==> src/rtl/proc_isa_pkg.sv <==
// Shared ISA definitions for the 5-stage pipeline: opcodes, ALU ops, field positions
// and the multdiv sequencer state type.
package proc_isa_pkg;

  localparam int OPC_W     = 5;
  localparam int ALUOP_W   = 5;
  localparam int OPC_LSB   = 27;
  localparam int RD_LSB    = 22;
  localparam int RS_LSB    = 17;
  localparam int RT_LSB    = 12;
  localparam int ALUOP_LSB = 2;

  localparam logic [OPC_W-1:0] OP_R    = 5'b00000;
  localparam logic [OPC_W-1:0] OP_ADDI = 5'b00101;
  localparam logic [OPC_W-1:0] OP_LW   = 5'b01000;
  localparam logic [OPC_W-1:0] OP_SW   = 5'b00111;
  localparam logic [OPC_W-1:0] OP_BNE  = 5'b00010;
  localparam logic [OPC_W-1:0] OP_BLT  = 5'b00110;
  localparam logic [OPC_W-1:0] OP_JR   = 5'b00100;

  localparam logic [ALUOP_W-1:0] ALU_MUL = 5'b00110;
  localparam logic [ALUOP_W-1:0] ALU_DIV = 5'b00111;

  typedef enum logic {
    IDLE = 1'b0,
    BUSY = 1'b1
  } md_state_t;

endpackage

==> src/rtl/src_use_decode.sv <==
// Opcode to source-register usage flags; shared by the interlock and the bypass muxes.
module src_use_decode
  import proc_isa_pkg::*;
(
  input  logic [OPC_W-1:0] opcode,
  output logic             uses_rd,
  output logic             uses_rs,
  output logic             uses_rt
);

  always_comb begin
    uses_rd = 1'b0;
    uses_rs = 1'b0;
    uses_rt = 1'b0;
    case (opcode)
      OP_R: begin
        uses_rs = 1'b1;
        uses_rt = 1'b1;
      end
      OP_ADDI, OP_LW: begin
        uses_rs = 1'b1;
      end
      // Stores and branches read the rd field as a data/compare source.
      OP_SW, OP_BNE, OP_BLT: begin
        uses_rd = 1'b1;
        uses_rs = 1'b1;
      end
      OP_JR: begin
        uses_rd = 1'b1;
      end
      default: ;
    endcase
  end

endmodule

==> src/rtl/hazard_stall_unit.sv <==
// Load-use interlock and multdiv sequencer producing the global pipeline stall.
// Optional saturating stall counters are enabled by defining HAZARD_PERF_CNT_EN.
module hazard_stall_unit
  import proc_isa_pkg::*;
#(
  parameter int INSN_W = 32,
  parameter int REG_W  = 5,
  parameter int CNT_W  = 16
) (
  input  logic              clock,
  input  logic              reset_n,
  input  logic [INSN_W-1:0] fd_insn,
  input  logic [INSN_W-1:0] dx_insn,
  input  logic              multdiv_ready,
  output logic              multdiv_start,
  output logic              md_is_div,
  output logic              stall,
  output logic [CNT_W-1:0]  load_stall_cnt,
  output logic [CNT_W-1:0]  md_stall_cnt
);

  logic [OPC_W-1:0]   fd_opcode;
  logic [OPC_W-1:0]   dx_opcode;
  logic [ALUOP_W-1:0] dx_aluop;
  logic [REG_W-1:0]   dx_rd;
  logic [2:0][REG_W-1:0] fd_src;
  logic [2:0]         fd_use;
  logic [2:0]         src_match;
  logic               load_hz;
  logic               dx_md;
  logic               md_stall;
  md_state_t          state_reg;
  md_state_t          state_next;

  assign fd_opcode = fd_insn[OPC_LSB +: OPC_W];
  assign dx_opcode = dx_insn[OPC_LSB +: OPC_W];
  assign dx_aluop  = dx_insn[ALUOP_LSB +: ALUOP_W];
  assign dx_rd     = dx_insn[RD_LSB +: REG_W];
  assign fd_src[0] = fd_insn[RD_LSB +: REG_W];
  assign fd_src[1] = fd_insn[RS_LSB +: REG_W];
  assign fd_src[2] = fd_insn[RT_LSB +: REG_W];

  logic unused_insn_bits;
  assign unused_insn_bits = ^{fd_insn[RT_LSB-1:0],
                              dx_insn[RD_LSB-1:ALUOP_LSB+ALUOP_W],
                              dx_insn[ALUOP_LSB-1:0]};

  src_use_decode u_src_use_decode (
    .opcode  (fd_opcode),
    .uses_rd (fd_use[0]),
    .uses_rs (fd_use[1]),
    .uses_rt (fd_use[2])
  );

  genvar gi;
  generate
    for (gi = 0; gi < 3; gi++) begin : g_src_cmp
      assign src_match[gi] = fd_use[gi] && (fd_src[gi] == dx_rd);
    end
  endgenerate

  // r0 is hardwired, so a load targeting it can never create a dependency.
  assign load_hz = (dx_opcode == OP_LW) && (dx_rd != '0) && (|src_match);
  assign dx_md   = (dx_opcode == OP_R) &&
                   ((dx_aluop == ALU_MUL) || (dx_aluop == ALU_DIV));

  always_ff @(posedge clock or negedge reset_n) begin
    if (!reset_n) begin
      state_reg <= IDLE;
    end else begin
      state_reg <= state_next;
    end
  end

  always_comb begin
    state_next    = state_reg;
    multdiv_start = 1'b0;
    md_is_div     = 1'b0;
    md_stall      = 1'b0;
    case (state_reg)
      IDLE: begin
        if (dx_md) begin
          multdiv_start = 1'b1;
          md_is_div     = dx_aluop[0];
          md_stall      = 1'b1;
          state_next    = BUSY;
        end
      end
      BUSY: begin
        // The op stays in D/X until ready; the ready cycle itself lets it advance.
        if (multdiv_ready) begin
          state_next = IDLE;
        end else begin
          md_stall = 1'b1;
        end
      end
      default: state_next = IDLE;
    endcase
  end

  assign stall = load_hz | md_stall;

`ifdef HAZARD_PERF_CNT_EN
  logic [CNT_W-1:0] load_cnt_reg;
  logic [CNT_W-1:0] md_cnt_reg;

  always_ff @(posedge clock or negedge reset_n) begin
    if (!reset_n) begin
      load_cnt_reg <= '0;
      md_cnt_reg   <= '0;
    end else begin
      if (load_hz && (load_cnt_reg != '1)) begin
        load_cnt_reg <= load_cnt_reg + 1'b1;
      end
      if (md_stall && (md_cnt_reg != '1)) begin
        md_cnt_reg <= md_cnt_reg + 1'b1;
      end
    end
  end

  assign load_stall_cnt = load_cnt_reg;
  assign md_stall_cnt   = md_cnt_reg;
`else
  assign load_stall_cnt = '0;
  assign md_stall_cnt   = '0;
`endif

endmodule

==> config.mk <==
export PLATFORM = sky130hd
export DESIGN_NAME = hazard_stall_unit
export DESIGN_NICKNAME = d
export VERILOG_FILES = /design/src/rtl/proc_isa_pkg.sv /design/src/rtl/src_use_decode.sv /design/src/rtl/hazard_stall_unit.sv
export SDC_FILE = /design/constraint.sdc
export NUM_CORES = 1
export LEC_CHECK = 0
export ABC_CLOCK_PERIOD_IN_PS = 1350
export CAP_MARGIN = 20
export CORE_AREA = 2 2 56 58
export CTS_CLUSTER_SIZE = 40
export DETAILED_ROUTE_END_ITERATION = 10
export DIE_AREA = 0 0 58 60
export PLACE_DENSITY = 0.8
export SYNTH_ARGS = -nofsm -noshare
export SYNTH_HDL_FRONTEND = slang
export SYNTH_SLANG_ARGS = --single-unit
==> constraint.sdc <==
create_clock -name clock -period 1.35 [get_ports clock]
set_input_delay 0.2025 -clock clock [delete_from_list [all_inputs] [get_ports clock]]
set_output_delay 0.2025 -clock clock [all_outputs]
set_load 0.01 [all_outputs]
==> results.txt, run 1 <==
The area of the multi-input gates is 464 um^2. The part of the Yosys area used for sequential elements is 4.52%. The final setup skew is 0 ns. The power per standard cell area came out at 280 nW/um^2. The pin count of the biggest net entering global routing is 5. In the routed design, unresolved DRC markers number 0. The number of global-route vias before repair was 539. The post-route antenna net violation count came out at 0. In the final routed layout, each cell accounts on average for 9.46 um. The number of hold violations in the final report was 0. The delay contributed by the slowest stage of the critical path is 0.38 ns. The netlist area before placement came out at 553 um^2. The global-route usage over all layers came out at 7.44%.

The category of the worst setup path launch point is a primary input. The number of max-capacitance violations reported came out at 0. At the worst endpoint, the required time is 1.15 ns. Clock latency on the worst-skew pair, taken at its later pin, is 0 ns. The critical register-to-register path startpoint is state_reg$_DFF_PN0_. The area of the placeable core came out at 2900 um^2. The DRC violation total after the first TritonRoute iteration is 0. The synthesis-stage register bit count is 1. The final instance count without filler cells came out at 157. The wire length after detailed routing is 1490 um. The placed wire-length estimate is 1270 um. The area enclosed by the die boundary came out at 3480 um^2.

Summing over every cut layer, the via total after detailed routing is 580. The mean instance size in the synthesized netlist came out at 7.47 um^2. The number of antenna violations at the first check in global routing came to 0. The max-slew violation total from the final report came to 0. The layout cell share with drive strength beyond 1 is 34.7%. After clock tree synthesis, the clock-pin slew on the worst setup and hold paths is 0 ns. The number of input and output port buffers inserted is 40. Measured along the y axis, the die boundary spans 60 um. The count of synthesis-stage warnings from yosys is 0. The worst min-delay path class is primary input to asynchronous set/reset pin.

The horizontal extent of the die came out at 58 um. The count of placed standard cells including taps came out at 156. Summed over all instances, the cell type with the most area after synthesis is sky130_fd_sc_hd__buf_4. The worst setup path is captured at a primary output. The share of Yosys cell area claimed by the top area cell type came out at 43.4%. Traced cell by cell, the critical path runs through buf_8, or3_4, o311a_1, a21o_1, buf_2.

The setup slack after placement came out at -0.974 ns. The largest individual stage delay along the critical path comes from the cell sky130_fd_sc_hd__or3_4. The arrival time at the worst endpoint came out at 1.28 ns. The count of final setup violators came out at 1. The synthesized netlist cell count came out at 74.

After synthesis, the netlist uses 21 different library cells. The detail-routed via count per cell is 3.69. Setup slack on the critical path of the routed design comes to -0.128 ns. The layout has 324 filler cells.

The capture point of the worst reg-to-reg path is state_reg$_DFF_PN0_. Sorting the synthesized cells by area gives the leading types as sky130_fd_sc_hd__buf_4 (43%), sky130_fd_sc_hd__xor2_1 (16%), sky130_fd_sc_hd__xnor2_1 (7.9%), sky130_fd_sc_hd__dfrtp_1 (4.5%), sky130_fd_sc_hd__nand4_1 (3.4%). The number of flip-flops under the largest register name is 1.

The number of rows created at floorplan is 20. The sequential standard cell area came out at 25.0 um^2. For this run, the post-layout net count is 193. Setup repair after global routing could not meet its margin everywhere. The maximum vdd drop is 0.121 mV. The first global-routing pass estimated 2100 um of wire. The clock period minus final worst setup slack is 1.48 ns. Counting cells, the worst reg-to-reg path comes to 3. The startpoint-to-endpoint class of the critical path is primary input to primary output. The number of diodes came out at 0. Hold timing on the final database bottoms out at a slack of 0.358 ns. For this design the static power due to leakage is 0.517 nW. The checks that failed: setup timing. For this run, the detailed router's first-pass iteration total came to 1. In this run the worst path has a maximum fanout of 4.

102 I/O pins were placed. The total grt overflow came out at 0. The sum of negative setup slack came out at -0.128 ns. The initial core utilization came out at 19.1%. After layout, the worst path uses 109% of the clock period. The total of hold buffers inserted after clock tree synthesis came out at 0. The worst-case register-to-register setup slack came out at 0.28 ns.

The upper clock frequency limit is 676 MHz. The synthesis-to-layout area growth came out at 70.8%. The global placement routability congestion came out at 0.671. The run finished, with violations left.
==> cell usage after synthesis <==
| cell | instances |
|---|---|
| sky130_fd_sc_hd__a21o_1 | 2 |
| sky130_fd_sc_hd__and2_1 | 1 |
| sky130_fd_sc_hd__nor4_1 | 3 |
| sky130_fd_sc_hd__nor4b_1 | 1 |
| sky130_fd_sc_hd__o311a_1 | 1 |
| sky130_fd_sc_hd__and4b_1 | 1 |
| sky130_fd_sc_hd__a21oi_1 | 1 |
| sky130_fd_sc_hd__o211ai_1 | 1 |
| sky130_fd_sc_hd__inv_1 | 2 |
| sky130_fd_sc_hd__dfrtp_1 | 1 |
| sky130_fd_sc_hd__conb_1 | 1 |
| sky130_fd_sc_hd__nand4_1 | 3 |
| sky130_fd_sc_hd__nor2_1 | 4 |
| sky130_fd_sc_hd__mux2i_1 | 1 |
| sky130_fd_sc_hd__nand3_1 | 1 |
| sky130_fd_sc_hd__nand2_1 | 1 |
| sky130_fd_sc_hd__or3_1 | 1 |
| sky130_fd_sc_hd__xnor2_1 | 5 |
| sky130_fd_sc_hd__buf_4 | 32 |
| sky130_fd_sc_hd__o21ai_0 | 1 |
| sky130_fd_sc_hd__xor2_1 | 10 |
==> power breakdown <==
part | internal [mW] | switching, mW | leakage (nW)
logic | 0.120 | 0.114 | 0.503
registers | 0.0306 | 0.000118 | 0.0140
clock network | 0 | 0 | 0
==> worst max-delay path, delay by kind of cell <==
family / cells / cell delay [ns]
compound gates: 2 / 0.45
simple gates: 1 / 0.38
buf+inv: 2 / 0.23
==> timing repair <==
| item | in CTS | in global routing |
|---|---|---|
| pin swaps | 25 | 18 |
| buffers inserted | 1 | 0 |
| endpoints found under the setup margin | 4 | 3 |
| gates resized for setup | 93 | 31 |
==> worst max-delay path by stage <==
stage	from	to	slack, ns	depth (start not counted)
5_1_grt	dx_insn[26]	stall	-0.16	7
3_3_place_gp	dx_insn[26]	stall	-0.96	7
2_1_floorplan	state_reg$_DFF_PN0_	stall	0.06	4
4_1_cts	dx_insn[25]	stall	-0.18	5
6_report	dx_insn[25]	stall	-0.13	5
3_5_place_dp	dx_insn[26]	stall	-0.97	7
==> kinds of logic after synthesis <==
family	count (synthesis)	synth area share (%)
buffers and inverters	34	44.8
AND/OR/NAND/NOR	16	16.7
XOR/XNOR	15	23.8
AO/OA/AOI/OAI	6	7.69
multiplexers	1	1.81
flip-flops	1	4.52
other	1	0.678
==> through the flow <==
step	utilization (%)	cell area [um^2]	power, mW
floorplan	-	669	0.187
global placement	32.6	946	0.268
detailed placement	32.6	946	0.271
CTS	31.4	911	0.249
global route	32.5	945	0.287
finish	32.5	945	0.265
==> metal layers <==
| layer | vias to the layer above | share of wire (%) | global-route usage (%) |
|---|---|---|---|
| met3 | 2 | 8.8 | 0.216 |
| met1 | 253 | 31 | 7.87 |
| li1 | 281 | - | - |
| met5 | - | 0 | 0 |
| met4 | 0 | 1.0 | 0.997 |
| met2 | 44 | 59 | 16.2 |
==> placed cells by master (no fill, tap or decap), types with 2 or more instances in the layout <==
cell	count
sky130_fd_sc_hd__conb_1	32
sky130_fd_sc_hd__buf_4	11
sky130_fd_sc_hd__buf_2	9
sky130_fd_sc_hd__dlygate4sd2_1	9
sky130_fd_sc_hd__xor2_1	8
sky130_fd_sc_hd__clkbuf_2	8
sky130_fd_sc_hd__xnor2_1	5
sky130_fd_sc_hd__buf_6	4
sky130_fd_sc_hd__nor2_1	3
sky130_fd_sc_hd__nand4_1	3
sky130_fd_sc_hd__clkdlybuf4s15_1	3
sky130_fd_sc_hd__clkdlybuf4s50_1	3
sky130_fd_sc_hd__inv_1	2
sky130_fd_sc_hd__a21o_1	2
sky130_fd_sc_hd__xor2_2	2
sky130_fd_sc_hd__nor4_2	2
sky130_fd_sc_hd__buf_8	2
sky130_fd_sc_hd__dlymetal6s2s_1	2
==> final cells by class <==
cell class / instances / area share [%]
Multi-Input combinational cell: 70 / 49.1
Timing Repair Buffer: 51 / 43.0
Tap cell: 33 / 4.37
Sequential cell: 1 / 2.65
Inverter: 2 / 0.795
Power figures use the tool's default switching activity.
==> run 2, diff against run 1 <==
Settings changed: CTS_CLUSTER_DIAMETER set to 80.
==> results of run 2 <==
No change in the layout: final DEF, timing and power equal those of run 1.
